`config.mk`:
```
export PLATFORM = sky130hd
export DESIGN_NAME = stepper_motion_ctrl
export DESIGN_NICKNAME = d
export VERILOG_FILES = /design/src/rtl/stepper_motion_ctrl.sv
export SDC_FILE = /design/constraint.sdc
export NUM_CORES = 1
export LEC_CHECK = 0
export CAP_MARGIN = 20
export CORE_MARGIN = 5
export CORE_UTILIZATION = 30
export DETAILED_ROUTE_END_ITERATION = 10
export DONT_BUFFER_PORTS = 1
export GPL_ROUTABILITY_DRIVEN = 0
export PLACE_DENSITY = 0.41
export SKIP_CTS_REPAIR_TIMING = 1
export SYNTH_ARGS = -nofsm -noshare
export SYNTH_HDL_FRONTEND = slang
export SYNTH_SLANG_ARGS = --single-unit
```
`constraint.sdc`:
```
create_clock -name clk -period 3.5 [get_ports clk]
set_clock_uncertainty 0.05 [all_clocks]
set_input_delay 0.525 -clock clk [delete_from_list [all_inputs] [get_ports clk]]
set_output_delay 0.525 -clock clk [all_outputs]
set_load 0.1 [all_outputs]
```
`src/rtl/stepper_motion_ctrl.sv`:
```
// Goalie stepper position controller: homes against the limit switch after reset,
// then steps toward the clamped target at a fixed rate and reports pos/homed/busy.
module stepper_motion_ctrl #(
   parameter int unsigned      POS_W         = 16,
   parameter logic [POS_W-1:0] MAX_POS       = POS_W'(1600),
   parameter int unsigned      STEP_PERIOD   = 50000,
   parameter int unsigned      PULSE_WIDTH   = 200,
   parameter int unsigned      DIR_SETUP     = 100,
   parameter int unsigned      BACKOFF_STEPS = 20,
   parameter logic [2:0]       MSTEP         = 3'b000
) (
   input  logic        clk,
   input  logic        rst_n,
   input  logic [31:0] target,
   input  logic        limit_switch,
   output logic [5:0]  JA,
   output logic [31:0] status
);

   localparam int unsigned TMR_W = $clog2(STEP_PERIOD + 1);
   localparam int unsigned CNT_W = $clog2(BACKOFF_STEPS + 1);
   localparam logic [TMR_W-1:0] TMR_LAST  = TMR_W'(STEP_PERIOD - 1);
   localparam logic [TMR_W-1:0] TMR_SETUP = TMR_W'(STEP_PERIOD - DIR_SETUP);
   localparam logic [TMR_W-1:0] TMR_PULSE = TMR_W'(PULSE_WIDTH - 1);
   localparam logic [CNT_W-1:0] CNT_DONE  = CNT_W'(BACKOFF_STEPS);

   typedef enum logic [1:0] {StSeek, StBackoff, StIdle, StMove} state_e;

   state_e             state_q, state_d;
   logic [TMR_W-1:0]   tmr_q, tmr_d;
   logic [CNT_W-1:0]   cnt_q, cnt_d;
   logic [POS_W-1:0]   pos_q, pos_d;
   logic               step_q, step_d;
   logic               dir_q, dir_d;
   logic               homed_q, homed_d;
   logic               en_n_q;
   logic [1:0]         sync_q;
   logic [31:0]        status_q, status_d;

   logic               lim_s;
   logic               dp;
   logic               take_step;
   logic               change;
   logic               new_dir;
   logic [POS_W-1:0]   tgt_c;
   logic               unused_target;

   assign lim_s = sync_q[1];
   assign dp    = (tmr_q == TMR_LAST);
   assign tgt_c = (target[POS_W-1:0] > MAX_POS) ? MAX_POS : target[POS_W-1:0];
   assign unused_target = ^target[31:POS_W];

   always_comb begin
      state_d   = state_q;
      tmr_d     = dp ? '0 : tmr_q + 1'b1;
      cnt_d     = cnt_q;
      pos_d     = pos_q;
      step_d    = step_q;
      dir_d     = dir_q;
      homed_d   = homed_q;
      take_step = 1'b0;
      change    = 1'b0;
      new_dir   = dir_q;

      if (step_q && tmr_q == TMR_PULSE) begin
         step_d = 1'b0;
      end

      if (dp) begin
         unique case (state_q)
            StSeek: begin
               if (lim_s) begin
                  state_d = StBackoff;
                  pos_d   = '0;
                  cnt_d   = '0;
                  new_dir = 1'b1;
                  change  = 1'b1;
               end else begin
                  take_step = 1'b1;
               end
            end
            StBackoff: begin
               if (cnt_q == CNT_DONE) begin
                  state_d = StIdle;
                  pos_d   = '0;
                  homed_d = 1'b1;
               end else begin
                  take_step = 1'b1;
                  cnt_d     = cnt_q + 1'b1;
               end
            end
            StIdle: begin
               if (tgt_c != pos_q) begin
                  state_d = StMove;
                  new_dir = (tgt_c > pos_q);
                  change  = 1'b1;
               end
            end
            StMove: begin
               // Switch hit while heading home off-zero means lost steps: re-home.
               if (lim_s && !dir_q && pos_q != '0) begin
                  state_d = StBackoff;
                  homed_d = 1'b0;
                  cnt_d   = '0;
                  new_dir = 1'b1;
                  change  = 1'b1;
               end else if (tgt_c == pos_q) begin
                  state_d = StIdle;
               end else if ((tgt_c > pos_q) != dir_q) begin
                  new_dir = (tgt_c > pos_q);
                  change  = 1'b1;
               end else begin
                  take_step = 1'b1;
               end
            end
            default: ;
         endcase
      end

      // Direction change: next edge comes DIR_SETUP cycles after dir settles.
      if (change) begin
         dir_d = new_dir;
         tmr_d = TMR_SETUP;
      end

      if (take_step && (state_q == StSeek || (dir_q ? (pos_q != MAX_POS) : (pos_q != '0)))) begin
         step_d = 1'b1;
         if (state_q == StMove) begin
            pos_d = dir_q ? pos_q + 1'b1 : pos_q - 1'b1;
         end
      end

      status_d = {14'd0, (state_d == StMove), homed_d, 16'(pos_d)};
   end

   always_ff @(posedge clk or negedge rst_n) begin
      if (!rst_n) begin
         state_q  <= StSeek;
         tmr_q    <= '0;
         cnt_q    <= '0;
         pos_q    <= '0;
         step_q   <= 1'b0;
         dir_q    <= 1'b0;
         homed_q  <= 1'b0;
         en_n_q   <= 1'b1;
         sync_q   <= 2'b00;
         status_q <= '0;
      end else begin
         state_q  <= state_d;
         tmr_q    <= tmr_d;
         cnt_q    <= cnt_d;
         pos_q    <= pos_d;
         step_q   <= step_d;
         dir_q    <= dir_d;
         homed_q  <= homed_d;
         en_n_q   <= 1'b0;
         sync_q   <= {sync_q[0], limit_switch};
         status_q <= status_d;
      end
   end

   assign JA     = {MSTEP, en_n_q, dir_q, step_q};
   assign status = status_q;

endmodule

```
==> metrics.txt <==
outcome finished with violations; failing checks setup timing; max_slew headroom 37.7%; Worst setup SP type input port; Via density 5.03; critical path endpoint pos_q[0]; Comb pwr share 9.6%; setup_tns -11.05 ns; Syn-to-layout area delta 19.7%; Net Switching 0.330 mW; CTS max path bufs 2; DRT Pass-1 Iters 4; Synth Cell Area 3540 µm²; Post-route DRC 0; Final HPWL DP 6.92 mm; Min-Delay Path Class input port to asynchronous set/reset pin; final hold vios 0; reg-to-reg endpoint dir_q; power per standard cell area 306 nW/µm²; Final ANT Viol Nets 0; vias post-DR 2887; worst setup path category input port to flip-flop; final worst slack -0.497 ns; H-tree levels 2; port buffer count 0; Die Wd 119 µm; Clock Latency Late Sink 0.29 ns; register bit count reported by yosys 46; max_cap viols 0; Period minus WS final 4.00 ns; period utilization 114%; Placed Cells 559; total CTS buffers 5; core footprint 11500 µm²; clock share of power 48.7%; Worst Setup SP target[0]; Row Count 39; Tot Pwr 1.29 mW; iteration-0 DRC count of the detailed router 114; Req. time, crit path 3.68 ns; Mapped Cells 393; largest net degree at the start of global routing 47; Netlist cell types 63; chip height 119 µm; Synth Area per Inst 9.00 µm²; Setup Viol. Count Final 26; Yosys warnings 0; gr ovfl total 0; R2R cell count 11; initial antenna violation count 0; final std cells w/o fill 574; Post-synth ARST share 100%; r2r setup slk 0.60 ns; Reg-to-Reg Start pos_q[1]; vias in the first global route 2908; Worst Tran Pin Value 0.934 ns; minimum hold slack 0.0193 ns; effective utilization at floorplan 30.8%; Post-Route WL 9.21 mm; Max Fclk 250 MHz; die area 14100 µm²; final core utilization 36.9%; Root Buffer clkbuf_16; Avg WL per Cell 16.1 µm; worst IR drop on VDD 0.000189 V; sequential share of power 41.6%; first-pass GRT wire length 14.9 mm; Sw Share 25.5%; I/O pin total 73; leakage power 1.89 nW; RSZ-0062 raised after global routing yes; Critical Path Fanout Max 7; number of synthesized flops with an enable pin 0; Nets 499; sequential cell area fraction in the yosys report 32.6%; Max Slew Vio Count 0; antenna cell count 0; layout cell share with drive strength beyond 1 18.8%; CP Capture Type flip-flop; GRT Total Usage 12.8%; CTS Sinks 46; Clk pin slew, worst setup/hold paths 0.07 ns; cell-internal power 0.964 mW; Main synth FF type dfrtp_1; CTS tree done; Arr. time, crit path 4.18 ns
==> through the flow <==
stage,area (µm²),worst slack (ns)
after floorplan,3630,-0.568
after global placement,3840,-0.716
after detailed placement,3840,-0.764
after CTS,4030,-0.464
after global routing,4230,-0.646
final,4230,-0.497
==> worst min path at each step <==
stage	from	to	slack (ns)	cells after the start
5_1_grt	rst_n	en_n_q	0.006	0
6_report	rst_n	tmr_q[13]	0.02	1
3_5_place_dp	rst_n	tmr_q[11]	0.18	0
2_1_floorplan	rst_n	cnt_q[0]	0.18	0
4_1_cts	rst_n	tmr_q[11]	-0.13	0
3_3_place_gp	rst_n	tmr_q[13]	0.18	0
==> Yosys cell counts (14+ instances only) <==
cell | n | share of area [%]
ha_1 | 33 | 12
nand2_1 | 43 | 4.6
dfrtp_1 | 45 | 32
o21ai_0 | 23 | 3.3
inv_1 | 26 | 2.8
nor2_1 | 20 | 2.1
nand3_1 | 14 | 2.0
xor2_1 | 16 | 4.0
a21oi_1 | 16 | 2.3
buf_4 | 21 | 4.5
==> layout make-up <==
class / count / area, µm²
timing repair buffer: 34 / 317
clock buffer: 5 / 125
tap: 143 / 179
sequential: 46 / 1150
inverter: 26 / 103
fill: 1195 / 7230
multi-input combinational: 317 / 2290
clock inverter: 3 / 68.8
==> state kept, by name (all words and copies together), names as in the netlist <==
signal and flops:
step_q 1, pos_q 15, cnt_q 5, dir_q 1
status 3, state_q 2, sync_q 2, tmr_q 16
en_n_q 1
==> critical path, stage by stage <==
cell       delay (ns)
or4_4            0.52
o31a_1           0.26
o311a_4          0.33
nor3_4           0.26
and2_4           0.20
ha_4             0.19
nor2b_4          0.12
o211ai_2         0.20
a2111oi_4        0.10
nor4b_2          0.30
buf_4            0.18
mux2i_2          0.24
buf_4            0.16
nand4_1          0.09
buf_6            0.19
buf_12           0.14
clkinv_4         0.04
mux2_4           0.12
==> logic make-up (layout without fill, tap and decap cells) <==
kind of cell	count (synthesis)	after routing	synth area share, %
AND/OR/NAND/NOR	141	142	21.6
AO/OA/AOI/OAI	88	88	17.4
buffers and inverters	53	68	8.21
flip-flops	46	46	32.6
adder cells (fa/ha/maj)	34	34	12.2
XOR/XNOR	26	26	6.44
multiplexers	4	4	1.45
other	1	23	0.106
==> layout by cell type (no fill, tap or decap), types with 6 or more instances in the layout <==
| cell | Yosys | layout |
|---|---|---|
| nor4_1 | 7 | 7 |
| buf_4 | 21 | 28 |
| a21oi_1 | 16 | 16 |
| nand3_1 | 14 | 14 |
| nor3_1 | 10 | 10 |
| dfrtp_1 | 45 | 45 |
| clkbuf_16 | 0 | 6 |
| xor2_1 | 16 | 16 |
| inv_1 | 26 | 25 |
| ha_1 | 33 | 32 |
| o21ai_0 | 23 | 20 |
| and2_1 | 10 | 9 |
| xnor2_1 | 10 | 10 |
| conb_1 | 1 | 23 |
| a21o_1 | 7 | 7 |
| nor2_1 | 20 | 20 |
| o21ai_2 | 1 | 11 |
| nand4_1 | 7 | 7 |
| nand2_1 | 43 | 42 |
==> metal layers <==
layer / wire length [µm] / GRT usage (%)
met5: 0 / 0
met1: 4110 / 16.2
met3: 657 / 4.97
met2: 4380 / 20.9
met4: 69 / 2.13
==> power by group through the flow <==
stage                     clock [mW]  combinational [mW]  sequential, mW
after global routing           0.669               0.133           0.539
after CTS                      0.647               0.103           0.539
final                          0.631               0.125           0.539
after floorplan                    0               0.119           0.544
after detailed placement           0               0.103           0.549
after global placement             0               0.103           0.549
Note: power is estimated with default switching activity, not from simulation.
